### config.mk
export PLATFORM = sky130hd
export DESIGN_NAME = soma_sched
export DESIGN_NICKNAME = d
export VERILOG_FILES = /design/src/rtl/soma_sched.sv
export SDC_FILE = /design/constraint.sdc
export NUM_CORES = 1
export LEC_CHECK = 0
export CAP_MARGIN = 20
export CELL_PAD_IN_SITES_DETAIL_PLACEMENT = 0
export CELL_PAD_IN_SITES_GLOBAL_PLACEMENT = 1
export CORE_ASPECT_RATIO = 1.4
export CORE_MARGIN = 2
export CORE_UTILIZATION = 50
export CTS_CLUSTER_SIZE = 30
export DETAILED_ROUTE_END_ITERATION = 10
export GPL_ROUTABILITY_DRIVEN = 1
export GPL_TIMING_DRIVEN = 1
export PLACE_DENSITY_LB_ADDON = 0.25
export SLEW_MARGIN = 20
export SYNTH_ARGS = -nofsm -noshare
export SYNTH_HDL_FRONTEND = slang
export SYNTH_SLANG_ARGS = --single-unit
### constraint.sdc
create_clock -name clk_soma -period 5.5 [get_ports clk_soma]
set_input_delay 0.55 -clock clk_soma [delete_from_list [all_inputs] [get_ports clk_soma]]
set_output_delay 0.55 -clock clk_soma [all_outputs]
set_load 0.02 [all_outputs]
### src/rtl/soma_sched.sv
// Timestep sequencer for the soma datapath: sweeps neuron indices, captures
// fire results into a spike FIFO and arbitrates host access to the Vm port.
module soma_sched #(
  parameter int unsigned NNW     = 12,
  parameter int unsigned FIFO_AW = 3
) (
  input  logic           clk_soma,
  input  logic           rst_n,
  input  logic           enable,
  input  logic           start,
  input  logic           clear_mode,
  input  logic [NNW-1:0] nrn_num,
  input  logic           soma_fire,
  output logic           soma_vld,
  output logic           soma_clear,
  output logic [NNW-1:0] soma_addr,
  output logic           busy,
  output logic           done,
  output logic           overrun,
  output logic           spk_valid,
  output logic [NNW-1:0] spk_addr,
  input  logic           spk_ready,
  input  logic           host_req,
  output logic           host_gnt
);

  localparam int unsigned DEPTH = 32'(1) << FIFO_AW;
  localparam int unsigned CW    = FIFO_AW + 2;

  typedef enum logic [1:0] {
    S_IDLE  = 2'd0,
    S_SWEEP = 2'd1,
    S_DRAIN = 2'd2,
    S_DONE  = 2'd3
  } state_t;

  // FSM and control registers
  state_t           state_q, state_d;
  logic [NNW-1:0]   idx_q, idx_d;
  logic [NNW-1:0]   num_q, num_d;
  logic             clear_q, clear_d;
  logic             pend_q, pend_d;
  logic             gnt_q, gnt_d;
  logic             vld_q, vld_d;
  logic             sclr_q, sclr_d;
  logic             busy_q, busy_d;
  logic             done_q, done_d;
  logic             ovr_q, ovr_d;

  // Capture stage and spike FIFO
  logic             cap_vld_q;
  logic             cap_nc_q;
  logic [NNW-1:0]   cap_addr_q;
  logic [NNW-1:0]   mem_q [DEPTH];
  logic [FIFO_AW-1:0] wr_q, rd_q;
  logic [FIFO_AW-1:0] wr_nxt, rd_nxt;
  logic [CW-1:0]    cnt_q, cnt_nxt;
  logic             fvalid_q;
  logic [NNW-1:0]   head_q, head_nxt;

  logic             push;
  logic             pop;
  logic             start_en;
  logic             accept;
  logic             inflight_nxt;
  logic [CW-1:0]    occ_nxt;

  assign push     = cap_vld_q & cap_nc_q & soma_fire;
  assign pop      = fvalid_q & spk_ready;
  assign cnt_nxt  = cnt_q + CW'(push) - CW'(pop);
  assign rd_nxt   = rd_q + FIFO_AW'(pop);
  assign wr_nxt   = wr_q + FIFO_AW'(push);
  assign start_en = start & enable;
  assign accept   = (state_q == S_IDLE) & ~gnt_q & (start_en | pend_q);

  // An issue this cycle becomes the in-flight entry of the next cycle's rule
  assign inflight_nxt = vld_q & ~clear_q;
  assign occ_nxt      = cnt_nxt + CW'(inflight_nxt);

  // New head: a push landing at the post-pop read pointer bypasses the array
  always_comb begin
    head_nxt = head_q;
    if (cnt_nxt != '0) begin
      if (push && (wr_q == rd_nxt)) head_nxt = cap_addr_q;
      else                          head_nxt = mem_q[rd_nxt];
    end
  end

  // Next-state and registered-output logic
  always_comb begin
    state_d = state_q;
    idx_d   = idx_q;
    num_d   = num_q;
    clear_d = clear_q;
    pend_d  = pend_q;
    vld_d   = 1'b0;
    sclr_d  = 1'b0;
    busy_d  = 1'b0;
    done_d  = 1'b0;
    ovr_d   = start_en & (state_q != S_IDLE);
    gnt_d   = host_req & (gnt_q | ((state_q == S_IDLE) & ~accept));

    case (state_q)
      S_IDLE: begin
        if (accept) begin
          num_d   = nrn_num;
          clear_d = clear_mode;
          idx_d   = '0;
          pend_d  = 1'b0;
          state_d = (nrn_num == '0) ? S_DONE : S_SWEEP;
        end else if (start_en && gnt_q) begin
          pend_d = 1'b1;
        end
      end
      S_SWEEP: begin
        if (vld_q) begin
          if (idx_q == num_q - NNW'(1)) state_d = S_DRAIN;
          else                          idx_d   = idx_q + NNW'(1);
        end
      end
      S_DRAIN: state_d = S_DONE;
      S_DONE:  state_d = S_IDLE;
      default: state_d = S_IDLE;
    endcase

    if (state_d == S_SWEEP) begin
      vld_d  = clear_d | (occ_nxt < CW'(DEPTH));
      sclr_d = clear_d;
    end
    busy_d = (state_d != S_IDLE);
    done_d = (state_d == S_DONE);
  end

  always_ff @(posedge clk_soma or negedge rst_n) begin
    if (!rst_n) begin
      state_q <= S_IDLE;
      idx_q   <= '0;
      num_q   <= '0;
      clear_q <= 1'b0;
      pend_q  <= 1'b0;
      gnt_q   <= 1'b0;
      vld_q   <= 1'b0;
      sclr_q  <= 1'b0;
      busy_q  <= 1'b0;
      done_q  <= 1'b0;
      ovr_q   <= 1'b0;
    end else begin
      state_q <= state_d;
      idx_q   <= idx_d;
      num_q   <= num_d;
      clear_q <= clear_d;
      pend_q  <= pend_d;
      gnt_q   <= gnt_d;
      vld_q   <= vld_d;
      sclr_q  <= sclr_d;
      busy_q  <= busy_d;
      done_q  <= done_d;
      ovr_q   <= ovr_d;
    end
  end

  // Capture pipeline, FIFO pointers and registered head
  always_ff @(posedge clk_soma or negedge rst_n) begin
    if (!rst_n) begin
      cap_vld_q  <= 1'b0;
      cap_nc_q   <= 1'b0;
      cap_addr_q <= '0;
      wr_q       <= '0;
      rd_q       <= '0;
      cnt_q      <= '0;
      fvalid_q   <= 1'b0;
      head_q     <= '0;
    end else begin
      cap_vld_q  <= vld_q;
      cap_nc_q   <= ~clear_q;
      cap_addr_q <= idx_q;
      wr_q       <= wr_nxt;
      rd_q       <= rd_nxt;
      cnt_q      <= cnt_nxt;
      fvalid_q   <= (cnt_nxt != '0);
      head_q     <= head_nxt;
    end
  end

  always_ff @(posedge clk_soma) begin
    if (push) mem_q[wr_q] <= cap_addr_q;
  end

  assign soma_vld   = vld_q;
  assign soma_clear = sclr_q;
  assign soma_addr  = idx_q;
  assign busy       = busy_q;
  assign done       = done_q;
  assign overrun    = ovr_q;
  assign spk_valid  = fvalid_q;
  assign spk_addr   = head_q;
  assign host_gnt   = gnt_q;

endmodule

==> results_dict.tcl, run 1 <==
set metrics [dict create \
    async_reset_ff_share_pct 42.9 \
    rsz0062_at_grt "no" \
    finalHoldViolCount 0 \
    nets 589 \
    slew_violations 0 \
    drc 0 \
    status "finished, final reports clean" \
    hold_ws_ps 255 \
    ys.flop_type "edfxtp_1" \
    syn-cell-area_sq_um 7090 \
    gp_congestion 0.766 \
    reg2reg_depth 12 \
    r2r_setup_slack_ps 2340 \
    critPathKind "primary input to flip-flop" \
    synthCells 494 \
    start_util_pct 51.0 \
    tns_ps 0 \
    post-route-util_pct 60.9 \
    power.density_nw_per_um2 582 \
    slew-limit-headroom_pct 27.5 \
    cts_buffers 17 \
    post_drt_wl_per_cell_um 18.4 \
    cp-end-kind "flip-flop" \
    p_leak_nw 3.21 \
    wl_um 13900 \
    core_area_sq_um 13900 \
    total_power_w 0.00492 \
    yosys_register_bits 168 \
    hold_buffers 0 \
    drive_gt1_share_pct 16.8 \
    boundaryPins 51 \
    cp_max_fo 21 \
    yosysTopAreaCell "edfxtp_1" \
    yosysWarningCount 0 \
    crit_arrival_ps 3720 \
    post_cts_buffers 0 \
    required_ps 5780 \
    synth_area_per_cell_sq_um 14.4 \
    path_clk_slew_ps 60 \
    grt_max_degree 73 \
    clk_latency_ps 410 \
    skew_ps 9.82 \
    diodes 0 \
    antenna_found_initial 0 \
    cts.sinks 168 \
    fmax_mhz 291 \
    min_path_type "primary input to async pin" \
    layout_worst_path_cycle_share_pct 62.4 \
    drtPass1Iterations 4 \
    grt_pass1_vias 4336 \
    overflow 0 \
    area_delta_synth_final_pct 19.4 \
    peakVddDrop_v 0.000254 \
    grt_pass1_wl_um 22700 \
    drt_iter0_drc 174 \
    ant_nets 0 \
    gr-usage-all-layers_pct 19.6 \
    port-buffer-count 50 \
    min_period_ps 3430 \
    die_area_sq_um 15200 \
    maxCapViolations 0 \
    die_y_um 145 \
    cts_tree "done" \
    start_kind "primary input" \
    synthTopCellsByArea "edfxtp_1 (41%), dfrtp_1 (25%), mux4_2 (7.6%)" \
    synth_fp_nets 526 \
    synth_cell_types 52 \
    synth_edf_count 96 \
    r2r-start "cap_vld_q" \
    finalSetupViolCount 0 \
    htree_levels 4 \
    via_per_inst 5.56 \
    tightest_slew_ps 1080 \
    die_x_um 105 \
    synth_commonest_cells "edfxtp_1 (96), dfrtp_1 (72), nand2_1 (68), o21ai_0 (30), mux4_2 (24)" \
    ys_seq_area_share_pct 66.1 \
    cts-resized-gates 0 \
    synth_most_common_cell "edfxtp_1" \
    root_buffer "clkbuf_16" \
    rows 51 \
    vias 4195 \
    dp_hpwl_um 9330 \
    r2r-end "spk_addr[8]" \
    yosys.area.top_type_share_pct 40.7 \
    cts.path.max_buffers 2 \
]
-- registers in the layout (all words and copies together) (netlist names) --
signal	cells
state_q	2
mem_q	96
soma_vld	1
soma_addr	12
rd_q	3
soma_clear	1
overrun	1
cap_vld_q	1
spk_valid	1
cap_nc_q	1
host_gnt	1
clear_q	1
spk_addr	12
cnt_q	5
pend_q	1
num_q	12
wr_q	3
done	1
busy	1
cap_addr_q	12
-- through the flow --
step | area, sq um | worst slack (ps) | instances
after CTS | 8450 | 1620 | 754
after detailed placement | 7850 | 1200 | 722
after global placement | 7850 | 1380 | 722
after global routing | 8470 | 1840 | 755
final | 8470 | 2070 | 755
after floorplan | 7090 | 2330 | 494
-- per-layer routing --
layer	routed length [um]	vias to the layer above	GRT usage, %
met1	5420	2103	22.9
met2	7690	110	35.8
li1	-	1972	-
met5	0	-	0
met4	109	0	6.47
met3	701	10	3.95
-- cell type report --
type / instances / area [sq um]
timing repair buffer: 63 / 599
clock inverter: 11 / 146
inverter: 14 / 52.6
multi-input combinational: 293 / 2290
sequential: 168 / 4680
clock buffer: 21 / 460
fill: 1147 / 5450
tap: 185 / 231
-- worst max path at each step --
stage | endpoint | slack [ps] | startpoint
2_1_floorplan | spk_addr[10] | 2330 | soma_fire
3_3_place_gp | spk_addr[10] | 1380 | soma_fire
3_5_place_dp | spk_addr[8] | 1200 | soma_fire
4_1_cts | spk_addr[8] | 1620 | soma_fire
5_1_grt | spk_addr[8] | 1840 | soma_fire
6_report | spk_addr[8] | 2070 | soma_fire
-- kinds of logic (layout without fill, tap and decap cells) --
| group | after synthesis | count (layout) | synth area share (%) |
|---|---|---|---|
| DFF | 168 | 168 | 66.1 |
| and+or+nand+nor | 151 | 151 | 11.0 |
| AOI/OAI and AO/OA | 67 | 67 | 6.03 |
| muxes | 40 | 40 | 9.88 |
| buffers and inverters | 33 | 109 | 1.99 |
| xor gates and xnor gates | 23 | 23 | 2.84 |
| adders and majority gates | 12 | 12 | 2.22 |
-- power breakdown --
part | leakage [nW] | internal (W) | switching [W]
Combinational | 1.15 | 0.000878 | 0.000986
Sequential | 1.76 | 0.00163 | 0.000234
Clock | 0.301 | 0.000739 | 0.000458
Total | 3.21 | 0.00325 | 0.00168
-- critical path, cell delays in order --
cell	delay, ps
clkdlybuf4s50_1	450
nand3_1	250
ha_1	380
inv_1	40
ha_1	200
fa_1	420
a21o_1	200
a21oi_1	170
xnor2_1	130
or2_2	320
nor4_4	270
buf_6	230
o21ai_0	110
-- layout by cell type, fill, tap and decap left out, types with 3 or more instances in the layout --
master           count
a21oi_2              8
nor2b_1              3
bufinv_16            3
buf_4               13
o21ai_0             30
or4_1                3
nor4_1               5
mux2i_1             16
clkbuf_16           17
xor2_1               9
nor2_1               9
xnor2_1             14
and3_1               3
nand4_1              7
inv_1               14
mux4_2              24
a21oi_1              7
dfrtp_1             72
ha_1                11
clkdlybuf4s50_1     49
or3_2                6
o21ai_1              6
nand3_1             10
nor3_1              11
o31ai_1              4
nand2b_1             5
nor3b_1              3
clkinv_4             4
nand2_1             68
edfxtp_1            96
clkinv_2             3
(Power assumes the default switching activity.)
==> inputs of run 2 (changes only) <==
--- a/config.mk
+++ b/config.mk
@@ -10,7 +10,7 @@
 export CELL_PAD_IN_SITES_GLOBAL_PLACEMENT = 1
 export CORE_ASPECT_RATIO = 1.4
 export CORE_MARGIN = 2
-export CORE_UTILIZATION = 50
+export CORE_UTILIZATION = 44
 export CTS_CLUSTER_SIZE = 30
 export DETAILED_ROUTE_END_ITERATION = 10
 export GPL_ROUTABILITY_DRIVEN = 1
==> constraint.sdc (replaced) <==
create_clock -name clk_soma -period 3.15 [get_ports clk_soma]
set_input_delay 0.315 -clock clk_soma [delete_from_list [all_inputs] [get_ports clk_soma]]
set_output_delay 0.315 -clock clk_soma [all_outputs]
set_load 0.02 [all_outputs]
==> run 2 against run 1 <==
Largest cell class unchanged. Clock power is 77% higher. Cell area is 0.99% higher. First-iteration DRC count is 22% higher. Sequential share of layout area is 0.54 points lower. Via count is 0.64% lower. Non-clock buffer count is 10 higher. Largest power group is now combinational cells. Combinational power is 81% higher. Highest routed layer unchanged. Critical endpoint is now spk_addr[10].
==> results_dict.tcl, run 2 (synthesis gave the netlist of run 1 again) <==
set metrics [dict create \
    status "finished, final reports clean" \
    grt_max_degree 73 \
    drc 0 \
    internal_power_w 0.00568 \
    min_period_ps 2890 \
    grt_pass1_wl_um 22500 \
    seqPwrFrac_pct 37.2 \
    switchingPower_w 0.00305 \
    post_drt_wl_per_cell_um 17.7 \
    antenna_found_initial 0 \
    required_ps 3450 \
    finalSetupViolCount 0 \
    finalHoldViolCount 0 \
    layout_worst_path_cycle_share_pct 91.7 \
    root_buffer "clkbuf_16" \
    grt_pass1_vias 4233 \
    diodes 0 \
    maxCapViolations 0 \
    r2r_setup_slack_ps 260 \
    post_cts_buffers 0 \
    cts-resized-gates 0 \
    cp-end-kind "flip-flop" \
    die_x_um 111 \
    rsz0062_at_grt "no" \
    die_area_sq_um 17200 \
    nets 599 \
    largest_register_ff_count 96 \
    skew_ps 12.9 \
    top_register "mem_q" \
    min_path_type "primary input to async pin" \
    critPathKind "flip-flop to flip-flop" \
    combPwrFrac_pct 38.5 \
    port-buffer-count 50 \
    vias 4168 \
    overflow 0 \
    r2r-start "spk_valid" \
    final_common_cell "edfxtp_1" \
    die_y_um 154 \
    cts_tree "done" \
    wl_um 13800 \
    drtPass1Iterations 5 \
    setup_ws_ps 262 \
    power.density_nw_per_um2 1020 \
    crit_arrival_ps 3190 \
    via_per_inst 5.37 \
    boundaryPins 51 \
    slew_violations 0 \
    cts_buffers 17 \
    gr-usage-all-layers_pct 17.0 \
    p_clk_share_pct 24.3 \
    cp_max_fo 25 \
    peakVddDrop_v 0.000527 \
    reg2reg_depth 12 \
    ant_nets 0 \
    area_delta_synth_final_pct 20.6 \
    start_util_pct 45.2 \
    dp_slack_ps -99.5 \
    swShare_pct 34.9 \
    dp_hpwl_um 9220 \
    hold_ws_ps 24.0 \
    final_cell_mix "edfxtp_1 (96), dfrtp_1 (72), nand2_1 (68)" \
    drt_iter0_drc 212 \
    clk_latency_ps 420 \
    tightest_slew_ps 920 \
    path_clk_slew_ps 70 \
    core_area_sq_um 15700 \
    r2r-end "spk_addr[10]" \
    cts.sinks 168 \
    hold_buffers 0 \
    start_kind "flip-flop" \
    gp_congestion 0.777 \
    slew-limit-headroom_pct 38.6 \
    fmax_mhz 346 \
    rows 54 \
    htree_levels 4 \
    cts.path.max_buffers 2 \
    p_leak_nw 3.25 \
    drive_gt1_share_pct 18.6 \
]
run 2: changes by cell type in the layout (fill, tap and decap cells not counted), sizes merged:
cell      before  now
buf           14   24
inv           15   24
clkinv         7    1
clkbuf        21   17
clkinvlp       0    2
bufinv         3    2
run 2: critical path: stages (launching register included):
cell     delay [ps]
dfrtp_1         370
and2_1          190
ha_1            280
inv_1            30
ha_1            190
fa_1            390
a21o_1          190
a21oi_1         160
xnor2_1         100
or2_2           320
nor4_4          220
buf_12          200
o21ai_0         110
run 2: worst max path at each step:
stage / from / end / slack (ps) / cells past startpoint
finish: spk_valid / spk_addr[10] / 260 / 12
global route: spk_valid / spk_addr[10] / 50 / 13
CTS: spk_valid / spk_addr[10] / 230 / 12
detailed placement: soma_fire / spk_addr[10] / -100 / 13
global placement: soma_fire / spk_addr[11] / -50 / 13
floorplan: spk_valid / spk_addr[10] / 90 / 13
run 2: final cells by class:
type	count	area, sq um
Multi-Input combinational cell	293	2280
Timing Repair Buffer	73	683
Tap cell	196	245
Clock buffer	17	425
Clock inverter	15	176
Sequential cell	168	4680
Inverter	14	52.6
Fill cell	1298	7130
run 2: metal layers:
| metal | global-route usage (%) | vias up | share of wire, % |
|---|---|---|---|
| met5 | 0 | - | 0 |
| met4 | 5.82 | 0 | 1.4 |
| met3 | 3.21 | 18 | 2.7 |
| met2 | 31.1 | 73 | 55 |
| met1 | 20.0 | 2081 | 40 |
| li1 | - | 1996 | - |
run 2: per-stage QoR:
step	total power [W]	util [%]	setup TNS (ps)	std cells	instance area, sq um
after CTS	0.00883	54.5	0	776	8550
after global placement	0.00658	50.7	-590	744	7950
after floorplan	0.00556	-	0	494	7090
after global routing	0.00926	54.5	0	776	8550
after detailed placement	0.00669	50.7	-980	744	7950
final	0.00872	54.5	0	776	8550
run 2: power groups by stage:
stage	combinational, W	clock [W]	sequential [W]
6_report	0.00336	0.00212	0.00324
5_1_grt	0.00369	0.00225	0.00332
4_1_cts	0.00342	0.00216	0.00325
3_5_place_dp	0.00340	0	0.00329
3_3_place_gp	0.00332	0	0.00326
2_1_floorplan	0.00224	0	0.00332
